File: config.mk
export PLATFORM = sky130hd
export DESIGN_NAME = rotation_sequencer
export DESIGN_NICKNAME = d
export VERILOG_FILES = /design/src/rtl/rotation_sequencer.sv
export SDC_FILE = /design/constraint.sdc
export NUM_CORES = 1
export LEC_CHECK = 0
export ABC_AREA = 1
export CAP_MARGIN = 20
export CORE_ASPECT_RATIO = 1.4
export CORE_MARGIN = 5
export CORE_UTILIZATION = 60
export DETAILED_ROUTE_END_ITERATION = 10
export PLACE_DENSITY = 0.87
export SLEW_MARGIN = 15
export SYNTH_ARGS = -nofsm -noshare
export SYNTH_HDL_FRONTEND = slang
export SYNTH_SLANG_ARGS = --single-unit
File: constraint.sdc
create_clock -name fr_CLK -period 2.3 [get_ports fr_CLK]
set_input_delay 0.23 -clock fr_CLK [delete_from_list [all_inputs] [get_ports fr_CLK]]
set_output_delay 0.23 -clock fr_CLK [all_outputs]
set_load 0.05 [all_outputs]
File: src/rtl/rotation_sequencer.sv
// Word latch and auto-stepping rotation select for the 4-digit character display.
// Optional single-step pushbutton in IDLE is compiled in when ROT_STEP_EN is defined.
module rotation_sequencer #(
    parameter int unsigned TICK_DIV = 50000000,
    parameter int unsigned CNT_W    = 26
) (
    input  logic       fr_CLK,
    input  logic       fr_RST,
    input  logic [7:0] fr_SW,
    input  logic       fr_LOAD,
    input  logic       fr_PAUSE,
    input  logic       fr_DIR,
    input  logic       fr_STEP,
    output logic [7:0] to_WORD,
    output logic [1:0] to_SEL,
    output logic       to_RUN,
    output logic       to_TICK
);

    typedef enum logic {
        ST_IDLE = 1'b0,
        ST_RUN  = 1'b1
    } state_t;

    state_t           r_state;
    state_t           w_state_nxt;
    logic [2:0]       r_load_sync;
    logic [2:0]       r_pause_sync;
    logic [CNT_W-1:0] r_presc;
    logic [CNT_W-1:0] w_presc_nxt;
    logic [7:0]       w_word_nxt;
    logic [1:0]       w_sel_nxt;
    logic [1:0]       w_sel_adv;
    logic             w_tick_nxt;
    logic             w_load_ev;
    logic             w_pause_ev;
    logic             w_step_ev;
    logic             w_tick;

    // Bit 0/1 synchronize the pushbutton, bit 2 holds the previous level for edge detect
    always_ff @(posedge fr_CLK) begin
        if (fr_RST) begin
            r_load_sync  <= 3'b000;
            r_pause_sync <= 3'b000;
        end else begin
            r_load_sync  <= {r_load_sync[1:0], fr_LOAD};
            r_pause_sync <= {r_pause_sync[1:0], fr_PAUSE};
        end
    end

    assign w_load_ev  = r_load_sync[1] & ~r_load_sync[2];
    assign w_pause_ev = r_pause_sync[1] & ~r_pause_sync[2];

`ifdef ROT_STEP_EN
    logic [2:0] r_step_sync;

    always_ff @(posedge fr_CLK) begin
        if (fr_RST) begin
            r_step_sync <= 3'b000;
        end else begin
            r_step_sync <= {r_step_sync[1:0], fr_STEP};
        end
    end

    assign w_step_ev = r_step_sync[1] & ~r_step_sync[2];
`else
    logic w_step_unused;

    assign w_step_unused = fr_STEP;
    assign w_step_ev     = 1'b0;
`endif

    assign w_tick    = (r_state == ST_RUN) && (r_presc == CNT_W'(TICK_DIV - 1));
    assign w_sel_adv = fr_DIR ? (to_SEL - 2'd1) : (to_SEL + 2'd1);

    // Load outranks tick/step; pause toggles on the pre-edge state
    always_comb begin
        w_state_nxt = r_state;
        w_presc_nxt = r_presc;
        w_word_nxt  = to_WORD;
        w_sel_nxt   = to_SEL;
        w_tick_nxt  = 1'b0;

        case (r_state)
            ST_RUN: begin
                if (w_load_ev) begin
                    w_word_nxt  = fr_SW;
                    w_sel_nxt   = 2'd0;
                    w_presc_nxt = '0;
                end else if (w_tick) begin
                    w_presc_nxt = '0;
                    w_sel_nxt   = w_sel_adv;
                    w_tick_nxt  = 1'b1;
                end else begin
                    w_presc_nxt = r_presc + CNT_W'(1);
                end
                if (w_pause_ev) begin
                    w_state_nxt = ST_IDLE;
                end
            end
            default: begin
                if (w_load_ev) begin
                    w_word_nxt  = fr_SW;
                    w_sel_nxt   = 2'd0;
                    w_presc_nxt = '0;
                end else if (w_step_ev) begin
                    w_sel_nxt  = w_sel_adv;
                    w_tick_nxt = 1'b1;
                end
                if (w_pause_ev) begin
                    w_state_nxt = ST_RUN;
                end
            end
        endcase
    end

    always_ff @(posedge fr_CLK) begin
        if (fr_RST) begin
            r_state <= ST_IDLE;
            r_presc <= '0;
            to_WORD <= 8'h00;
            to_SEL  <= 2'd0;
            to_RUN  <= 1'b0;
            to_TICK <= 1'b0;
        end else begin
            r_state <= w_state_nxt;
            r_presc <= w_presc_nxt;
            to_WORD <= w_word_nxt;
            to_SEL  <= w_sel_nxt;
            to_RUN  <= (w_state_nxt == ST_RUN);
            to_TICK <= w_tick_nxt;
        end
    end

endmodule

==> metrics.yaml, run 1 <==
fp.dieArea_sq_um: 5232
cp.required_ns: 2.54
ys_seq_area_share_pct: 37.93
core_area_sq_um: 3709
p_leak_nw: 1.015
final_util_pct: 72.77
yosysWarnings: 0
cts-root-buf: "clkbuf_8"
skew_ns: 0.005278
via_per_inst: 5.376
post-route-period-util_pct: 88.32
pin_count: 26
cap_violations: 0
grt_max_degree: 27
postRouteWirelength_mm: 5.422
postCtsSetupRepairBufs: 0
arrival_ns: 2.27
synth-seq-cells: 44
cp-end-kind: "flop"
grt.overflow.total: 0
initial_core_util_pct: 62.62
clock_latency_ns: 0.30
cp_max_fo: 22
p_per_area_nw_per_um2: 558.3
finalHoldViolCount: 0
cts_num_sinks: 44
synth_cells: 365
antenna_found_initial: 0
ant_nets: 0
report.final.slew_viol_count: 0
drt-initial-drc-count: 185
slew_headroom_pct: 38.39
clk_pin_slew_ns: 0.09
die-height_um: 83.61
start_kind: "flop"
period_needed_ns: 2.031
timing.fmax_mhz: 492.3
tightest_slew_ns: 0.9231
drc: 0
placed_area_sq_um: 2587
cts.repair.resized: 0
clock_path_buffers: 2
diodes: 0
syn_area_sq_um: 2322
design_area_sq_um: 2699
cts_tree: "done"
cts_htree_levels: 2
firstDrtPassIters: 4
multiInputGateArea_sq_um: 1222
rsz0062_at_grt: "false"
tns_ns: 0
num_vias: 2328
io_buffer_count: 24
synth_cell_type_count: 26
postSynthAreaPerCell_sq_um: 6.362
status: "finished, final reports clean"
rows: 26
dp_hpwl_mm: 3.841
holdWs_ns: 0.4146
nFillCells: 310
place.gp.congestion: 0.9261
syn-num-nets: 380
vdd_ir_drop_max_uv: 615.2
grt_pass1_wl_mm: 9.301
cts_buffers: 5
setup_viol: 0
wire_per_inst_um: 12.52
die_w_um: 62.58
path_class: "reg -> reg"
hp-class: "reg -> reg"
syn2layout_area_growth_pct: 16.22
regArea_sq_um: 880.8
hold_buffers: 0
nNetsFinal: 405
first_global_vias: 2139
drive_gt1_share_pct: 8.440
grt_usage_pct: 21.23
==> through the flow <==
stage	worst slack [ns]	cells	total power [W]
after global placement	0.3514	425	0.0009255
after global routing	0.07877	433	0.001562
after floorplan	0.6565	365	0.0008762
after CTS	0.2827	433	0.001510
after detailed placement	0.2944	425	0.0009271
final	0.2687	433	0.001507
==> flip-flops by register name, summed over array words and instances, names as in the netlist <==
| name | count |
|---|---|
| to_TICK | 1 |
| r_pause_sync | 3 |
| r_presc | 26 |
| r_state | 1 |
| r_load_sync | 3 |
| to_SEL | 2 |
| to_WORD | 8 |
==> kinds of logic (layout without fill, tap and decap cells) <==
| logic type | count (synthesis) | count (layout) | share of synthesized area [%] |
|---|---|---|---|
| and+or+nand+nor | 216 | 216 | 39.76 |
| buffers and inverters | 53 | 79 | 9.428 |
| AOI/OAI and AO/OA | 47 | 47 | 10.83 |
| DFF | 44 | 44 | 37.93 |
| xor gates and xnor gates | 4 | 4 | 1.508 |
| adders and majority gates | 1 | 1 | 0.5387 |
==> Yosys cell counts <==
cell | instances | area [sq um]
nand3_1 | 30 | 150.1
a21oi_2 | 1 | 8.760
xor2_1 | 4 | 35.03
nor2_1 | 66 | 247.7
a21oi_1 | 25 | 125.1
dfxtp_1 | 44 | 880.8
nand3_2 | 1 | 10.01
a22oi_1 | 1 | 7.510
or2_2 | 4 | 25.02
buf_1 | 1 | 3.750
nand2_2 | 4 | 25.02
nand2_1 | 96 | 360.4
inv_2 | 1 | 3.750
o21bai_1 | 3 | 22.52
nor3b_2 | 1 | 12.51
o21a_1 | 1 | 7.510
inv_1 | 42 | 157.7
clkbuf_1 | 3 | 11.26
nor2_2 | 8 | 50.05
buf_6 | 2 | 22.52
ha_1 | 1 | 12.51
nand4_1 | 5 | 31.28
buf_2 | 2 | 10.01
clkbuf_2 | 2 | 10.01
o21ai_0 | 16 | 80.08
nor2_4 | 1 | 11.26
==> worst max-delay path, stage by stage, from the launching register on <==
cell,delay (ns)
dfxtp_1,0.33
ha_1,0.22
nand2_2,0.10
nor2_1,0.08
nand4_1,0.10
nor2_2,0.07
nor2_2,0.70
o21ai_0,0.20
a21oi_1,0.17
==> layout make-up <==
class / instances / share of cell area [%]
clock buffer: 5 / 2.550
clock inverter: 3 / 1.576
inverter: 43 / 5.981
multi-input combinational: 268 / 45.29
sequential: 44 / 32.64
tap: 42 / 1.947
timing repair buffer: 28 / 10.01
==> per-layer routing <==
layer | up-vias | part of all wire (%) | GRT usage [%]
met1 | 1042 | 41 | 24.06
met3 | 15 | 5.1 | 4.717
li1 | 1190 | - | -
met2 | 81 | 52 | 37.17
met4 | 0 | 2.4 | 9.653
met5 | - | 0 | 0
==> power breakdown <==
part	internal [W]	switching, W
Sequential	0.000774	0.00000614
Combinational	0.0000471	0.0000816
Clock	0.000322	0.000276
Total	0.00114	0.000364
==> placed cells by master, fill, tap and decap left out <==
master	instances
nand2_1	96
nor2_1	66
dfxtp_1	44
inv_1	42
nand3_1	30
a21oi_1	25
clkdlybuf4s50_1	24
o21ai_0	16
nor2_2	8
nand4_1	5
clkbuf_8	5
nand2_2	4
xor2_1	4
or2_2	4
buf_4	4
o21bai_1	3
inv_2	1
nand3_2	1
nor2_4	1
nor3b_2	1
a21oi_2	1
o21a_1	1
a22oi_1	1
ha_1	1
clkinv_2	1
clkinvlp_4	1
bufinv_16	1
==> final timing paths <==
kind             startpoint             end  slack [ns]  depth (start not counted)
max reg2reg      r_presc[0]     r_presc[19]        0.27                          8
min          r_load_sync[0]  r_load_sync[1]        0.41                          2
max              r_presc[0]     r_presc[19]        0.27                          8
min reg2reg  r_load_sync[0]  r_load_sync[1]        0.41                          2
(Power assumes the default switching activity.)
==> run 2, diff against run 1 <==
--- a/config.mk
+++ b/config.mk
@@ -8,7 +8,7 @@
 export ABC_AREA = 1
 export CAP_MARGIN = 20
 export CORE_ASPECT_RATIO = 1.4
-export CORE_MARGIN = 5
+export CORE_MARGIN = 1
 export CORE_UTILIZATION = 60
 export DETAILED_ROUTE_END_ITERATION = 10
 export PLACE_DENSITY = 0.87
==> metrics.yaml, run 2 (same netlist as run 1, synthesis figures left out) <==
num_vias: 2311
slew_headroom_pct: 38.81
clk_pin_slew_ns: 0.08
p_per_area_nw_per_um2: 566.4
cts.repair.resized: 0
cts_num_sinks: 44
first_global_vias: 2065
cp_max_fo: 22
report.final.slew_viol_count: 0
most-common-layout-cells: "96 x nand2_1, 66 x nor2_1, 44 x dfxtp_1, 42 x inv_1, 30 x nand3_1"
via_per_inst: 5.325
final_common_cell: "nand2_1"
die_w_um: 54.58
postCtsSetupRepairBufs: 0
tightest_slew_ns: 0.9168
clock_path_buffers: 2
top_regs: "r_presc x26, to_WORD x8"
initial_core_util_pct: 63.17
drt-initial-drc-count: 65
die-height_um: 75.61
ant_nets: 0
grt.overflow.total: 0
grt_usage_pct: 28.45
hold_buffers: 0
pin_count: 26
dp_hpwl_mm: 3.719
finalPower_w: 0.001539
cts_tree: "done"
start_kind: "flop"
grt_pass1_wl_mm: 8.466
period_needed_ns: 2.057
diodes: 0
path_class: "reg -> reg"
rows: 26
wire_per_inst_um: 12.12
grt_max_degree: 27
cp-end-kind: "flop"
drive_gt1_share_pct: 8.673
antenna_found_initial: 0
vdd_ir_drop_max_uv: 715.5
cts-root-buf: "clkbuf_8"
status: "finished, final reports clean"
core_area_sq_um: 3676
timing.fmax_mhz: 486.3
fp.dieArea_sq_um: 4127
cts_buffers: 5
nNetsFinal: 406
firstDrtPassIters: 4
skew_ns: 0.005607
io_buffer_count: 24
drc: 0
largest_reg_flops: 26
postRouteWirelength_mm: 5.258
cap_violations: 0
tns_ns: 0
finalHoldViolCount: 0
post-route-period-util_pct: 89.41
arrival_ns: 2.29
hp-class: "reg -> reg"
largest-register: "r_presc"
clock_latency_ns: 0.30
setup_viol: 0
rsz0062_at_grt: "false"
place.gp.congestion: 0.8984
cts_htree_levels: 2
syn2layout_area_growth_pct: 16.97
p_leak_nw: 1.028
cp.required_ns: 2.53
==> run 2: path summary, 6_finish.rpt <==
check | depth (start not counted) | end | slack, ns | start
setup / recovery | 8 | r_presc[19] | 0.24 | r_presc[0]
hold / removal | 2 | r_pause_sync[1] | 0.42 | r_pause_sync[0]
setup reg to reg | 8 | r_presc[19] | 0.24 | r_presc[0]
hold reg to reg | 2 | r_pause_sync[1] | 0.42 | r_pause_sync[0]
==> run 2: final cells by class <==
class	count	area, sq um
Multi-Input combinational cell	268	1222
Fill cell	312	959.7
Sequential cell	44	880.8
Timing Repair Buffer	29	277.8
Inverter	43	161.4
Clock buffer	6	82.58
Tap cell	42	52.55
Clock inverter	2	38.79
==> run 2: critical path, stage by stage (launching register included) <==
cell and delay (ns):
dfxtp_1 0.33, ha_1 0.22, nand2_2 0.11, nor2_1 0.08
nand4_1 0.10, nor2_2 0.07, nor2_2 0.70, o21ai_0 0.20
a21oi_1 0.17
==> run 2: where the power goes <==
part	switching (W)	total [W]	internal (W)
Combinational	0.0000815	0.000129	0.0000472
Clock	0.000274	0.000629	0.000355
Sequential	0.00000644	0.000781	0.000774
==> run 2: through the flow <==
| step | hold WS (ns) | util, % | setup WS [ns] | instances | instance area [sq um] |
|---|---|---|---|---|---|
| floorplan | 0.3370 | - | 0.6565 | 365 | 2322 |
| global placement | 0.3901 | 70.59 | 0.3315 | 426 | 2595 |
| detailed placement | 0.4092 | 70.59 | 0.2985 | 426 | 2595 |
| CTS | 0.4231 | 73.89 | 0.2137 | 434 | 2716 |
| global route | 0.4382 | 73.89 | 0.07679 | 434 | 2716 |
| finish | 0.4194 | 73.89 | 0.2435 | 434 | 2716 |
==> run 2: per-layer routing <==
metal / up-vias / part of all wire, % / GRT usage, %
li1: 1198 / - / -
met1: 1035 / 41 / 29.71
met3: 18 / 4.4 / 6.786
met5: - / 0 / 0
met2: 60 / 51 / 50.60
met4: 0 / 3.4 / 15.10
